## src/rtl/demux_scan_sched.sv

```systemverilog
// Channel sequencer for a 32-channel analog demux: round-robin scan plus priority host requests.
// Define DEMUX_SCHED_BBM_EN for break-before-make (ena low while a channel is being reprogrammed).
module demux_scan_sched #(
    parameter logic [23:0] DWELL_CYCLES    = 24'd2000000,
    parameter logic [7:0]  SETUP_CYCLES    = 8'd4,
    parameter logic [7:0]  WR_PULSE_CYCLES = 8'd4,
    parameter logic [7:0]  HOLD_CYCLES     = 8'd2
) (
    input  logic        clk,
    input  logic        rst,
    input  logic        scan_en,
    input  logic [31:0] scan_mask,
    input  logic        req_valid,
    input  logic [4:0]  req_ch,
    output logic        req_ready,
    output logic        ena,
    output logic        wr,
    output logic        cs,
    output logic [4:0]  set_ch,
    output logic        ch_valid,
    output logic        busy
);
    localparam int unsigned CNT_W = 24;
    localparam int unsigned CH_W  = 5;
    localparam int unsigned NCH   = 32;

    // Reload values are cycles-1; a zero parameter behaves as a single cycle.
    localparam logic [CNT_W-1:0] LD_DWELL = (DWELL_CYCLES == 24'd0) ? 24'd0 : DWELL_CYCLES - 24'd1;
    localparam logic [CNT_W-1:0] LD_SETUP = (SETUP_CYCLES == 8'd0) ? 24'd0 : CNT_W'(SETUP_CYCLES) - 24'd1;
    localparam logic [CNT_W-1:0] LD_WR    = (WR_PULSE_CYCLES == 8'd0) ? 24'd0 : CNT_W'(WR_PULSE_CYCLES) - 24'd1;
    localparam logic [CNT_W-1:0] LD_HOLD  = (HOLD_CYCLES == 8'd0) ? 24'd0 : CNT_W'(HOLD_CYCLES) - 24'd1;

    typedef enum logic [2:0] {
        S_IDLE  = 3'd0,
        S_SETUP = 3'd1,
        S_WRITE = 3'd2,
        S_HOLD  = 3'd3,
        S_DWELL = 3'd4
    } state_t;

    state_t            r_state,     w_state_n;
    logic [CNT_W-1:0]  r_cnt,       w_cnt_n;
    logic [CH_W-1:0]   r_scan_ptr,  w_scan_ptr_n;
    logic [CH_W-1:0]   r_set_ch,    w_set_ch_n;
    logic              r_req_ready, w_req_ready_n;
    logic              r_ena,       w_ena_n;
    logic              r_wr,        w_wr_n;
    logic              r_cs,        w_cs_n;
    logic              r_ch_valid,  w_ch_valid_n;
    logic              r_busy;

    logic [CH_W-1:0]   w_scan_ch;
    logic [CH_W-1:0]   w_sel_ch;
    logic              w_last;
    logic              w_req_fire;
    logic              w_scan_hit;
    logic              w_sel_go;
    logic              w_enter_setup;
    logic              w_to_idle;

    assign w_last     = (r_cnt == '0);
    assign w_req_fire = req_valid & r_req_ready;
    assign w_scan_hit = scan_en & (|scan_mask);
    assign w_sel_go   = w_req_fire | w_scan_hit;
    assign w_sel_ch   = w_req_fire ? req_ch : w_scan_ch;

    // First set mask bit at or after scan_ptr+1 (mod 32); k=31 lands back on scan_ptr itself.
    always_comb begin
        logic [CH_W-1:0] v_idx;
        w_scan_ch = r_scan_ptr;
        v_idx     = r_scan_ptr;
        for (int k = NCH - 1; k >= 0; k--) begin
            v_idx = r_scan_ptr + CH_W'(k + 1);
            if (scan_mask[v_idx]) begin
                w_scan_ch = v_idx;
            end
        end
    end

    always_comb begin
        w_state_n     = r_state;
        w_cnt_n       = r_cnt;
        w_scan_ptr_n  = r_scan_ptr;
        w_set_ch_n    = r_set_ch;
        w_req_ready_n = r_req_ready;
        w_ena_n       = r_ena;
        w_wr_n        = r_wr;
        w_cs_n        = r_cs;
        w_ch_valid_n  = r_ch_valid;
        w_enter_setup = 1'b0;
        w_to_idle     = 1'b0;

        case (r_state)
            S_IDLE: begin
                if (w_sel_go) w_enter_setup = 1'b1;
                else          w_to_idle     = 1'b1;
            end
            S_SETUP: begin
                if (w_last) begin
                    w_state_n = S_WRITE;
                    w_cnt_n   = LD_WR;
                    w_wr_n    = 1'b1;
                end else begin
                    w_cnt_n = r_cnt - 24'd1;
                end
            end
            S_WRITE: begin
                if (w_last) begin
                    w_state_n = S_HOLD;
                    w_cnt_n   = LD_HOLD;
                    w_wr_n    = 1'b0;
                end else begin
                    w_cnt_n = r_cnt - 24'd1;
                end
            end
            S_HOLD: begin
                if (w_last) begin
                    w_state_n     = S_DWELL;
                    w_cnt_n       = LD_DWELL;
                    w_cs_n        = 1'b0;
                    w_ena_n       = 1'b1;
                    w_ch_valid_n  = 1'b1;
                    w_req_ready_n = 1'b1;
                end else begin
                    w_cnt_n = r_cnt - 24'd1;
                end
            end
            S_DWELL: begin
                // An accepted request cuts the dwell short.
                if (w_req_fire || w_last) begin
                    if (w_sel_go) w_enter_setup = 1'b1;
                    else          w_to_idle     = 1'b1;
                end else begin
                    w_cnt_n = r_cnt - 24'd1;
                end
            end
            default: w_to_idle = 1'b1;
        endcase

        if (w_enter_setup) begin
            w_state_n     = S_SETUP;
            w_cnt_n       = LD_SETUP;
            w_set_ch_n    = w_sel_ch;
            w_cs_n        = 1'b1;
            w_wr_n        = 1'b0;
            w_ch_valid_n  = 1'b0;
            w_req_ready_n = 1'b0;
            if (!w_req_fire) w_scan_ptr_n = w_scan_ch;
`ifdef DEMUX_SCHED_BBM_EN
            w_ena_n       = 1'b0;
`else
            w_ena_n       = r_ena;
`endif
        end

        if (w_to_idle) begin
            w_state_n     = S_IDLE;
            w_cnt_n       = '0;
            w_cs_n        = 1'b0;
            w_wr_n        = 1'b0;
            w_ena_n       = 1'b0;
            w_ch_valid_n  = 1'b0;
            w_req_ready_n = 1'b1;
        end
    end

    always_ff @(posedge clk or negedge rst) begin
        if (!rst) begin
            r_state     <= S_IDLE;
            r_cnt       <= '0;
            r_scan_ptr  <= 5'd31;
            r_set_ch    <= '0;
            r_req_ready <= 1'b0;
            r_ena       <= 1'b0;
            r_wr        <= 1'b0;
            r_cs        <= 1'b0;
            r_ch_valid  <= 1'b0;
            r_busy      <= 1'b0;
        end else begin
            r_state     <= w_state_n;
            r_cnt       <= w_cnt_n;
            r_scan_ptr  <= w_scan_ptr_n;
            r_set_ch    <= w_set_ch_n;
            r_req_ready <= w_req_ready_n;
            r_ena       <= w_ena_n;
            r_wr        <= w_wr_n;
            r_cs        <= w_cs_n;
            r_ch_valid  <= w_ch_valid_n;
            r_busy      <= (w_state_n != S_IDLE);
        end
    end

    assign req_ready = r_req_ready;
    assign ena       = r_ena;
    assign wr        = r_wr;
    assign cs        = r_cs;
    assign set_ch    = r_set_ch;
    assign ch_valid  = r_ch_valid;
    assign busy      = r_busy;

endmodule

```

## config.mk

```make
export PLATFORM = sky130hd
export DESIGN_NAME = demux_scan_sched
export DESIGN_NICKNAME = d
export VERILOG_FILES = /design/src/rtl/demux_scan_sched.sv
export SDC_FILE = /design/constraint.sdc
export NUM_CORES = 1
export LEC_CHECK = 0
export BUFFER_PORTS_ARGS = -buffer_cell sky130_fd_sc_hd__buf_4
export CAP_MARGIN = 20
export CORE_ASPECT_RATIO = 1.25
export CORE_UTILIZATION = 47
export CTS_CLUSTER_SIZE = 30
export DETAILED_ROUTE_END_ITERATION = 12
export GPL_TIMING_DRIVEN = 0
export PLACE_DENSITY_LB_ADDON = 0.3
export SETUP_SLACK_MARGIN = 0.5
export SLEW_MARGIN = 10
export SYNTH_ARGS = -nofsm -noshare
export SYNTH_HDL_FRONTEND = slang
export SYNTH_SLANG_ARGS = --single-unit
```

## constraint.sdc

```tcl
create_clock -name clk -period 6.3 [get_ports clk]
set_clock_uncertainty 0.2 [all_clocks]
set_input_delay 0.63 -clock clk [delete_from_list [all_inputs] [get_ports clk]]
set_output_delay 0.63 -clock clk [all_outputs]
set_load 0.05 [all_outputs]
```

# Word level (Yosys, flattened, before mapping)
# Cells that the tools add are included.
dict set report totals {
  inputBits 41
  register_bits 43
  memories 0
  mem_bits_ro 0
  word_cells 229
  latch_bits 0
  output_inout_bits 11
  ramBits 0
}
dict set report op_classes {
  magnitude_cmp 31
  bitwise_logic 4
  add_sub_neg 32
  multipliers 0
  n_mux 127
  n_reduce_logical 17
  n_eq_ne 8
  shifts 0
  div 0
}
# operator n
set ops {}
lappend ops {{5-bit by 6-bit less-than comparator with 1-bit output (second input constant)} 31}
lappend ops {{5-bit 2-to-1 mux} 32}
lappend ops {{1-bit binary-select mux with 5-bit select} 31}
lappend ops {{24-bit 2-to-1 mux} 6}
lappend ops {{24-bit one-hot mux with 4 select lines} 1}
lappend ops {{5-bit adder (second input constant)} 16}
lappend ops {{1-bit 2-to-1 mux} 48}
lappend ops {{5-bit by 4-bit adder with 5-bit output (second input constant)} 8}
lappend ops {{32-bit OR reduction} 1}
lappend ops {{24-bit zero test} 1}
lappend ops {{24-bit by 1-bit subtractor with 24-bit output (second input constant)} 1}
lappend ops {{5-bit by 3-bit adder with 5-bit output (second input constant)} 4}
lappend ops {{3-bit 2-to-1 mux} 5}
lappend ops {{4-bit inequality test (second input constant)} 3}
lappend ops {{5-bit by 2-bit adder with 5-bit output (second input constant)} 2}
lappend ops {{3-bit one-hot mux with 3 select lines} 1}
lappend ops {{3-bit nonzero test} 3}
lappend ops {{3-bit by 2-bit equality test with 1-bit output (second input constant)} 2}
lappend ops {{2-bit AND reduction} 3}
lappend ops {{3-bit AND reduction} 2}
lappend ops {{6-bit nonzero test} 1}
lappend ops {{5-bit by 1-bit adder with 5-bit output (second input constant)} 1}
lappend ops {{1-bit one-hot mux with 2 select lines} 2}
lappend ops {{2-bit nonzero test} 2}
lappend ops {{11 further kinds} 12}

# Logic depth before layout (Yosys ltp)
dict set report logic_depth {
  depth_word 35
  mapped_depth 19
  depth_no_buf 13
}

# Worst setup path after synthesis
# No wires, ideal clock.
dict set report synth_timing {
  path_kind {flip-flop to flip-flop}
  start {reg r_scan_ptr[1]}
  end {reg r_set_ch[3], in the netlist set_ch[3]}
  n_path_buf 5
  required_ns 5.974
  t_arrival_ns 4.444
  synth_period_minus_slack_ns 4.769
  path_slack_ns 1.531
  path_stages_with_launch 18
  setup_time_ns 0.126
  path_cell_list {dfstp_2 > buf_2 > clkinv_1 > buf_1 > ha_1 > buf_6 > buf_6 > clkbuf_1 > mux4_2 > mux4_2 > mux2i_4 > nand3b_1 > o21ai_1 > a21o_1 > or4_1 > a211o_1 > nand2_1 > nand2_1}
}
dict set report synth_between {
  elab_chain_len 35
  word_cells_on_any_way 125
  cone_classes {add/sub (31); mux (94)}
}
# item line_no
set synth_lines {}
lappend synth_lines {{start, declared} 43} ;# logic [CH_W-1:0] r_scan_ptr, w_scan_ptr_n;
lappend synth_lines {{start signal, assigned} 182} ;# r_scan_ptr <= w_scan_ptr_n;
lappend synth_lines {{5-bit adder} 73} ;# v_idx = r_scan_ptr + CH_W'(k + 1);
lappend synth_lines {{1-bit binary-select mux with 5-bit select} 74} ;# if (scan_mask[v_idx]) begin
lappend synth_lines {{1-bit 2-to-1 mux (implied by the code)} 74}
lappend synth_lines {{5-bit 2-to-1 mux (30 in series)} 74}
lappend synth_lines {{5-bit 2-to-1 mux (*)} 74}
lappend synth_lines {{5-bit 2-to-1 mux (*)} 65} ;# assign w_sel_ch = w_req_fire ? req_ch : w_scan_ch;
lappend synth_lines {{end signal, assigned} 183} ;# r_set_ch <= w_set_ch_n;
lappend synth_lines {{end, declared} 44} ;# logic [CH_W-1:0] r_set_ch, w_set_ch_n;
# Mark *: on every way between the ends. The rest lies on a longest branch, timed or not. The select of a mux whose other input is x is not followed.
# A chain may end at the register's enable or synchronous reset.

# Worst setup path after layout
dict set report layout_timing {
  start {reg r_scan_ptr[1]}
  end {reg r_scan_ptr[1]}
}
dict set report layout_between {
  elab_chain_len 34
  word_cells_on_any_way 124
  cone_classes {add/sub (31); mux (93)}
}
# item line_no
set layout_lines {}
lappend layout_lines {{5-bit adder} 73}
lappend layout_lines {{1-bit binary-select mux with 5-bit select} 74}
lappend layout_lines {{1-bit 2-to-1 mux (implied by the code)} 74}
lappend layout_lines {{5-bit 2-to-1 mux (30 in series)} 74}
lappend layout_lines {{5-bit 2-to-1 mux (*)} 74}
# Marked as above.

==> impl_metrics.ini <==
[run_status]
status = finished clean

[floorplan]
io_pins = 52
core-area_sq_um = 15700
die_area_sq_um = 16700
rows = 51
start_util_pct = 48.6
fp.dieW_um = 116
fp.dieH_um = 144

[route]
vias = 7896
wl_per_cell_um = 23.9
finalWirelength_um = 27500
antenna_left = 0
avgViaCountPerCell = 6.87
drtIter0Drc = 1050
drt_pre_antenna_iters = 11
drc = 0

[sta]
fin_tns_setup_ns = 0
tightest_slew_ns = 1.07
rsz0062_at_grt = false
period_minus_slack_ns = 5.70
fin_ws_ns = 0.601
drv_slew = 0
finalHoldViolations = 0
maxClockFrequency_ghz = 0.175
period_share_pct = 90.5
fin_hold_ws_ns = 0.132
relSlewSlack_pct = 27.9
setup_violations = 0

[logic_synthesis]
synth-edff-count = 0
yosys_warnings = 0
synth_area_sq_um = 7630
synth.distinct_cells = 80
synthArstFlopShare_pct = 100
ys_seq_area_share_pct = 14.2
synth_nets = 935
syn_inst = 879
ys.flop_type = dfrtp_1
ys_seq_elements = 43
syn_area_per_cell_sq_um = 8.68

[global_routing]
grt_pass1_wl_um = 42500
antenna_found_initial = 0
grt_max_degree = 44
grt_pass1_vias = 7512
overflow = 0
track_usage_pct = 33.9

[critical_path]
cp.arrival_ns = 5.71
reg2reg_from = r_scan_ptr[1]
startpoint = r_scan_ptr[1]
endpoint = r_scan_ptr[1]
start_kind = flop
reg2regPathDepth = 15
timing.reg2reg.setup_slack_ns = 0.60
cp.required_ns = 6.31
r2r_end = r_scan_ptr[1]
endpoint_kind = flop
path_max_fanout = 14
critPathKind = flop to flop

[clock_network]
htreeDepth = 2
path_clk_slew_ns = 0.06
clk-insertion-delay-late_ns = 0.28
cts_hold_buf = 0
numCtsBuffers = 5
clock_sinks = 43
tritoncts = built
cts_root_buffer = clkbuf_16
cts_max_path_buffers = 2

[placement]
place_area_sq_um = 8280
place.gp.congestion = 1.04
hpwl_um = 21200
portBuffers = 51
place_ws_ns = 0.150
dp.cells = 1142

[cells_and_area]
layout-drive-gt1-share_pct = 20.8
multiInputGateArea_sq_um = 6160
nets = 994
final_area_sq_um = 8470
syn2layout_area_growth_pct = 11.0
register_area_sq_um = 1080
fin_cells = 1150
fill_cells = 1492
diodes = 0
utilization_pct = 53.9

[pwr]
p_per_area_nw_per_um2 = 92.1
worst_ir_drop_vdd_mv = 0.104
finalPower_uw = 780
cellLeakagePower_nw = 3.22

[worst_hold_path]
hp-class = input pin to async pin

[flow_run]
max_cap_violations = 0
## where the power goes
group          internal [mW]  switching, mW  total [mW]
Clock                  0.185          0.102       0.287
Combinational         0.0891          0.128       0.217
Sequential             0.276              0       0.276
Total                  0.550          0.229       0.780
## synthesized netlist by cell type, drive strengths merged (8+ instances only)
cell	instances	area share (%)
nand2	115	5.7
mux4	76	23
nor2	73	3.7
a21oi	65	4.4
mux2i	55	8.1
o21ai	47	3.1
dfrtp	38	12
nor3	37	2.4
xnor2	31	4.0
nand3	30	2.0
inv	29	1.4
clkbuf	24	1.2
buf	23	2.5
nand2b	16	1.3
xor2	16	1.8
ha	15	2.5
mux2	14	2.1
nor2b	12	1.1
nor4	12	0.98
a21boi	10	0.98
o22ai	10	0.82
and2	9	0.74
a31oi	8	0.66
nand4	8	0.66
## worst max-delay path, cell delays in order (launching register included)
cell and delay, ns:
dfstp_2 0.65, buf_2 0.30, clkinv_1 0.27, buf_2 0.35
ha_1 0.27, clkbuf_1 0.31, xor2_1 0.45, buf_2 0.37
mux2i_1 0.29, mux2i_1 0.29, a21oi_1 0.59, and3_1 0.28
nand3_1 0.08, a311oi_1 0.55, o21ai_1 0.21, nand2_1 0.16
## sequential cells by signal, summed over array words and instances, names as in the netlist
| signal | cells |
|---|---|
| wr | 1 |
| r_scan_ptr | 5 |
| cs | 1 |
| r_state | 3 |
| ch_valid | 1 |
| busy | 1 |
| r_cnt | 24 |
| set_ch | 5 |
| ena | 1 |
| req_ready | 1 |
## per-layer routing
| layer | vias up | routed length, um | global-route usage (%) |
|---|---|---|---|
| met4 | 0 | 1580 | 18.9 |
| met5 | - | 0 | 0 |
| met2 | 503 | 13100 | 55.2 |
| met1 | 3793 | 10400 | 42.8 |
| met3 | 116 | 2440 | 5.28 |
| li1 | 3484 | - | - |
## cells in the final DEF, fill, tap and decap left out, drive strengths merged, types with 9 or more instances in the layout
cell type	count
nand2	115
mux4	76
buf	75
nor2	73
a21oi	65
mux2i	55
o21ai	47
dfrtp	38
nor3	37
xnor2	31
nand3	30
clkbuf	30
inv	29
nand2b	16
xor2	16
ha	15
mux2	14
nor4	12
nor2b	12
o22ai	10
a21boi	10
and2	9
## what timing repair did
action                     in CTS  in global routing
resized for setup               6                  6
setup endpoints to repair      10                  6
pin swaps                       0                  0
buffers inserted                0                  0
## how the worst min path moves through the flow
| stage | depth (start not counted) | slack (ns) | endpoint |
|---|---|---|---|
| after detailed placement | 2 | 0.29 | ch_valid |
| after CTS | 1 | 0.15 | set_ch[1] |
| final | 1 | 0.13 | set_ch[4] |
| after floorplan | 0 | 0.13 | busy |
| after global placement | 2 | 0.28 | ch_valid |
| after global routing | 1 | 0.19 | set_ch[1] |
## area by class of cell
type,count,share of cell area (%)
plain buffers,47,3.46
repair buffers,52,4.61
multi-input cells,759,72.8
clock inverters,1,0.355
inverters,30,1.33
clock buffers,6,1.52
well taps,212,3.13
flip-flops and latches,43,12.8
## kinds of logic (layout without fill, tap and decap cells)
logic type               after synthesis  count (layout)  share of synthesized area (%)
XOR/XNOR                              47              47                           5.79
multiplexers                         145             145                           33.1
AO/OA/AOI/OAI                        211             211                           18.1
adder cells (fa/ha/maj)               15              15                           2.46
flip-flops                            43              43                           14.2
AND/OR/NAND/NOR                      341             341                           21.2
buffers and inverters                 77             136                           5.23
No activity file was read; power rests on OpenSTA's default activity.
